[src/rtl/score_pkg.sv]
// score_pkg: shared game states and defaults for the score tracker and its consumers
// Holds the game FSM state type, the default win score (matched to the body
// controller's MAX_LENGTH), the default life count and the BCD digit width.
package score_pkg;
  typedef enum logic [1:0] {PLAY, OVER, WON} game_state_t;
  localparam int MAX_SCORE_DEF = 70;
  localparam int NUM_LIVES_DEF = 3;
  localparam int BCD_DIGIT_W = 4;
endpackage

[src/rtl/bin2bcd_seq.sv]
// bin2bcd_seq: sequential shift-add-3 binary to BCD converter, one bit per cycle
// Ports: clk, nrst (async active-low); start (accepted only when idle);
// bin (value sampled on the accepting edge); busy (conversion running);
// done (1-cycle, bcd valid in that cycle); bcd (packed digits, ones in [3:0]).
module bin2bcd_seq
  import score_pkg::*;
#(
  parameter int IN_W = 8,
  parameter int NUM_DIGITS = 3
) (
  input  logic                              clk,
  input  logic                              nrst,
  input  logic                              start,
  input  logic [IN_W-1:0]                   bin,
  output logic                              busy,
  output logic                              done,
  output logic [NUM_DIGITS*BCD_DIGIT_W-1:0] bcd
);
  localparam int BW = NUM_DIGITS * BCD_DIGIT_W;
  localparam int CW = $clog2(IN_W + 1);
  logic [IN_W-1:0] sh;
  logic [BW-1:0]   acc, adj;
  logic [CW-1:0]   cnt;
  always_comb begin
    adj = acc;
    for (int i = 0; i < NUM_DIGITS; i++)
      adj[i*BCD_DIGIT_W +: BCD_DIGIT_W] = acc[i*BCD_DIGIT_W +: BCD_DIGIT_W] >= 4'd5 ?
        acc[i*BCD_DIGIT_W +: BCD_DIGIT_W] + 4'd3 : acc[i*BCD_DIGIT_W +: BCD_DIGIT_W];
  end
  always_ff @(posedge clk or negedge nrst)
    if (!nrst) begin
      busy <= 1'b0;
      done <= 1'b0;
      cnt  <= '0;
      sh   <= '0;
      acc  <= '0;
    end else begin
      done <= 1'b0;
      if (start && !busy) begin
        busy <= 1'b1;
        cnt  <= '0;
        sh   <= bin;
        acc  <= '0;
      end else if (busy) begin
        {acc, sh} <= {adj, sh} << 1;
        cnt <= cnt + 1'b1;
        if (cnt == CW'(IN_W - 1)) begin
          busy <= 1'b0;
          done <= 1'b1;
        end
      end
    end
  assign bcd = acc;
endmodule

[src/rtl/score_tracker_param.sv]
// score_tracker_param: saturating score, lives and high score with a sequential BCD image of the score
// Ports: clk, nrst (async active-low); goodColl/badColl collision pulses;
// restart (leaves OVER/WON); current_score, high_score; lives; life_lost
// (pulse on a non-final hit); bcd/bcd_valid (digits of current_score, held
// while a conversion is outstanding); isGameComplete (OVER or WON); gameWon.
module score_tracker_param
  import score_pkg::*;
#(
  parameter int LENGTH_W   = 8,
  parameter int NUM_DIGITS = 3,
  parameter int MAX_SCORE  = MAX_SCORE_DEF,
  parameter int NUM_LIVES  = NUM_LIVES_DEF,
  parameter int LIVES_W    = 3
) (
  input  logic                              clk,
  input  logic                              nrst,
  input  logic                              goodColl,
  input  logic                              badColl,
  input  logic                              restart,
  output logic [LENGTH_W-1:0]               current_score,
  output logic [LENGTH_W-1:0]               high_score,
  output logic [LIVES_W-1:0]                lives,
  output logic                              life_lost,
  output logic [NUM_DIGITS*BCD_DIGIT_W-1:0] bcd,
  output logic                              bcd_valid,
  output logic                              isGameComplete,
  output logic                              gameWon
);
  game_state_t state;
  logic [LENGTH_W-1:0] score_nx;
  logic [NUM_DIGITS*BCD_DIGIT_W-1:0] conv;
  logic play, hit, eat, regame, score_chg, to_over, to_won;
  logic start_r, pending, busy, done, publish;
  always_comb begin
    play      = state == PLAY;
    hit       = play && badColl;
    eat       = play && goodColl && !badColl && current_score < LENGTH_W'(MAX_SCORE);
    regame    = !play && restart;
    score_nx  = regame ? '0 : eat ? current_score + 1'b1 : current_score;
    score_chg = score_nx != current_score;
    to_over   = hit && lives == LIVES_W'(1);
    to_won    = eat && score_nx == LENGTH_W'(MAX_SCORE);
    // a result is stale if the score moved during or right after its conversion
    publish   = done && !pending && !start_r && !score_chg;
  end
  always_ff @(posedge clk or negedge nrst)
    if (!nrst) begin
      state          <= PLAY;
      current_score  <= '0;
      high_score     <= '0;
      lives          <= LIVES_W'(NUM_LIVES);
      life_lost      <= 1'b0;
      isGameComplete <= 1'b0;
      gameWon        <= 1'b0;
    end else begin
      current_score <= score_nx;
      life_lost     <= hit && !to_over;
      if (hit) lives <= lives - 1'b1;
      if ((to_over || to_won) && score_nx > high_score) high_score <= score_nx;
      if (regame) begin
        state          <= PLAY;
        lives          <= LIVES_W'(NUM_LIVES);
        isGameComplete <= 1'b0;
        gameWon        <= 1'b0;
      end else if (to_over || to_won) begin
        state          <= to_won ? WON : OVER;
        isGameComplete <= 1'b1;
        gameWon        <= to_won;
      end
    end
  always_ff @(posedge clk or negedge nrst)
    if (!nrst) begin
      start_r   <= 1'b0;
      pending   <= 1'b0;
      bcd       <= '0;
      bcd_valid <= 1'b1;
    end else begin
      // if a fresh start is already queued at completion the converter takes it directly
      start_r <= score_chg || (done && pending && !start_r);
      pending <= (start_r && busy) || (pending && !done);
      if (score_chg) bcd_valid <= 1'b0;
      else if (publish) begin
        bcd       <= conv;
        bcd_valid <= 1'b1;
      end
    end
  bin2bcd_seq #(.IN_W(LENGTH_W), .NUM_DIGITS(NUM_DIGITS)) u_conv (
    .clk(clk),
    .nrst(nrst),
    .start(start_r),
    .bin(current_score),
    .busy(busy),
    .done(done),
    .bcd(conv)
  );
endmodule

[config.mk]
export PLATFORM = sky130hd
export DESIGN_NAME = score_tracker_param
export DESIGN_NICKNAME = d
export VERILOG_FILES = /design/src/rtl/score_pkg.sv /design/src/rtl/bin2bcd_seq.sv /design/src/rtl/score_tracker_param.sv
export SDC_FILE = /design/constraint.sdc
export NUM_CORES = 1
export LEC_CHECK = 0
export CORE_MARGIN = 2
export CORE_UTILIZATION = 35
export DETAILED_ROUTE_END_ITERATION = 10
export PLACE_DENSITY = 0.51
export REMOVE_ABC_BUFFERS = 1
export SYNTH_ARGS = -nofsm -noshare
export SYNTH_HDL_FRONTEND = slang
export SYNTH_SLANG_ARGS = --single-unit
[constraint.sdc]
create_clock -name clk -period 10.2 [get_ports clk]
set_clock_uncertainty 0.1 [all_clocks]
set_input_delay 2.04 -clock clk [delete_from_list [all_inputs] [get_ports clk]]
set_output_delay 2.04 -clock clk [all_outputs]
set_load 0.02 [all_outputs]
==> results.cfg <==
[clock_network]
cts_tree = built
cts_buffer_depth = 2
post_cts_buffers = 0
postCtsResizedCells = 0
cts.sinks = 64
cts_made_buffers = 9
clock_latency_ns = 0.33
cts_hold_buf = 0
cts_root_buffer = clkbuf_8
path_clk_slew_ns = 0.07
cts-htree-levels = 3

[timing]
relSlewSlack = 0.3475
finalHoldViolations = 0
setup_viol = 0
tns_ns = 0
whs_ns = 0.3872
timing.fmax_mhz = 191.7
rsz0062_at_grt = false
min_period_over_period = 0.5114
fin_crit_ns = 5.217
slew_violations = 0
worst_pin_slew_ns = 0.9751

[floorplan]
start_util = 0.3581
ios = 40
fp-row-count = 35
die_area_um2 = 10200
die_w_um = 101
core_area_um2 = 9196
die_y_um = 101

[final_layout]
nets = 361
drive_gt1_frac = 0.1050
diodes = 0
fillerInstances = 902
finish.utilization = 0.4260
areaGrowthSynthToFinish_pct = 18.96

[logic_synthesis]
ys.flop_type = dfrtp_1
ys_ff_latch = 64
yosys_warnings = 0
synthMostInstantiatedCell = dfrtp_1
synth_common_cells = dfrtp_1 (61), nand2_1 (29), inv_1 (22), nor2_1 (22), ha_1 (18)
synth_area_leaders = dfrtp_1 (46%), ha_1 (6.8%), mux2_1 (4.1%)
async_flop_share = 1.000
synth_top_area_frac = 0.4635
synth-seq-area-share = 0.4875
synth_area_per_cell_um2 = 10.90
yosys.area.top_type = dfrtp_1
syn_inst = 302
synthDistinctLibCells = 51
synth_area_um2 = 3293
synth_edf_count = 0

[critical_path]
cp.arrival_ns = 5.34
crit_required_ns = 10.32
cp-end-kind = flip-flop
crit_type = input pin to flip-flop
setup.worst_path.start_class = input pin
worstPathMaxFanout = 8

[placed_design]
gp_congestion = 0.8514
dp_hpwl_um = 4476
port_buffers = 39

[route]
vias = 2295
drt-wirelength-per-cell_um = 14.72
antenna_left = 0
routed_via_density = 5.055
drc = 0
drtPass1Iterations = 5
drtIter0Drc = 62
postRouteWirelength_um = 6684

[grt]
grt_pass1_wl_um = 11390
grt_pass1_vias = 2317
busiest_layer = met2
grt_util_met1 = 0.1892
met2_usage = 0.2236
grtUsageTotal = 0.1425
grt.met3_usage = 0.04577
antenna_found_initial = 0
grt_max_degree = 65
grt.overflow.total = 0

[power]
total_leakage_power_nw = 1.806
power_per_cell_area_nw_per_um2 = 247.6
ir_worst_vdd_v = 0.00007367

[min_path]
worstHoldPathType = flip-flop to flip-flop

[run]
maxCapViolations = 0

[status]
status = completed
## final timing paths
check                                             to  cells after the start  slack, ns                        from
max                        high_score[1]$_DFFE_PN0P_                     13       4.98                    goodColl
min in group asynchronous  u_conv.bcd[3]$_DFFE_PN0P_                      2       1.78                        nrst
max in group asynchronous       lives[2]$_DFFE_PN0P_                      2       7.68                        nrst
min                         u_conv.sh[3]$_DFFE_PN0P_                      2       0.39    u_conv.sh[2]$_DFFE_PN0P_
min reg2reg                 u_conv.sh[3]$_DFFE_PN0P_                      2       0.39    u_conv.sh[2]$_DFFE_PN0P_
max reg2reg                high_score[1]$_DFFE_PN0P_                     12       6.56  current_score[7]$_DFF_PN0_
## final cells by class
class | count | area, µm² | share of cell area
sequential | 64 | 1605 | 0.4098
multi-input combinational | 200 | 1526 | 0.3897
timing repair buffer | 41 | 400.4 | 0.1022
tap | 111 | 138.9 | 0.03545
clock buffer | 10 | 127.6 | 0.03258
inverter | 22 | 82.58 | 0.02108
clock inverter | 6 | 36.28 | 0.009262
## power breakdown
part / total [mW] / leakage, nW / internal (mW) / switching, mW
Combinational: 0.378 / 0.886 / 0.179 / 0.199
Clock: 0.185 / 0.0858 / 0.0868 / 0.0982
Sequential: 0.407 / 0.834 / 0.330 / 0.0769
Total: 0.970 / 1.81 / 0.596 / 0.374
## cells by family after synthesis
group | after synthesis | synth area share
simple gates | 82 | 0.1296
flops | 64 | 0.4875
compound gates | 56 | 0.1250
buf+inv | 38 | 0.04901
mux | 29 | 0.1007
fa+ha+maj | 18 | 0.06839
xor+xnor | 15 | 0.03989
## state kept, by name, indices dropped and copies added (netlist names)
signal          cells
u_conv.bcd         12
u_conv.cnt          4
start_r             1
u_conv.sh           8
bcd                12
life_lost           1
gameWon             1
lives               3
high_score          8
pending             1
bcd_valid           1
u_conv.busy         1
isGameComplete      1
current_score       8
state               1
u_conv.done         1
## cells in the final DEF, fill, tap and decap left out, types with 3 or more instances in the layout
master,instances
nor4_1,3
clkinv_2,4
mux2i_1,11
o21ai_0,17
nand2_1,29
dfrtp_1,61
a22o_1,11
clkdlybuf4s50_1,38
nor2b_1,3
nor2_1,22
nand3_1,4
o31ai_1,4
ha_1,18
xor2_1,7
mux2_1,12
dfstp_2,3
xnor2_1,8
a21oi_1,7
nand2b_1,5
inv_1,22
and3_1,3
clkbuf_8,9
mux2_4,5
## stage by stage
step	power, mW	cells	area (µm²)	setup slack, ns
floorplan	0.6596	286	3214	5.430
global placement	0.7892	438	3754	4.736
detailed placement	0.7945	438	3754	4.651
CTS	0.9877	454	3918	5.009
global route	1.053	454	3918	4.821
finish	0.9699	454	3918	4.983
## critical path: stages
cell and delay, ns:
clkdlybuf4s50_1 0.45, or4b_4 0.53, a211oi_4 0.37, nand2_1 0.11, xor2_1 0.15, nor2_1 0.22
ha_1 0.19, a21oi_1 0.06, o21ai_0 0.20, mux2i_1 0.11, a21oi_1 0.35, o21ai_4 0.21
mux2_4 0.34
## per-layer routing
layer / vias to the layer above / share of wire / wire length, µm
li1: 1125 / - / -
met1: 1103 / 0.49 / 3249
met2: 61 / 0.46 / 3065
met3: 6 / 0.045 / 301
met4: 0 / 0.010 / 67
met5: - / 0 / 0
(Power assumes the default switching activity.)
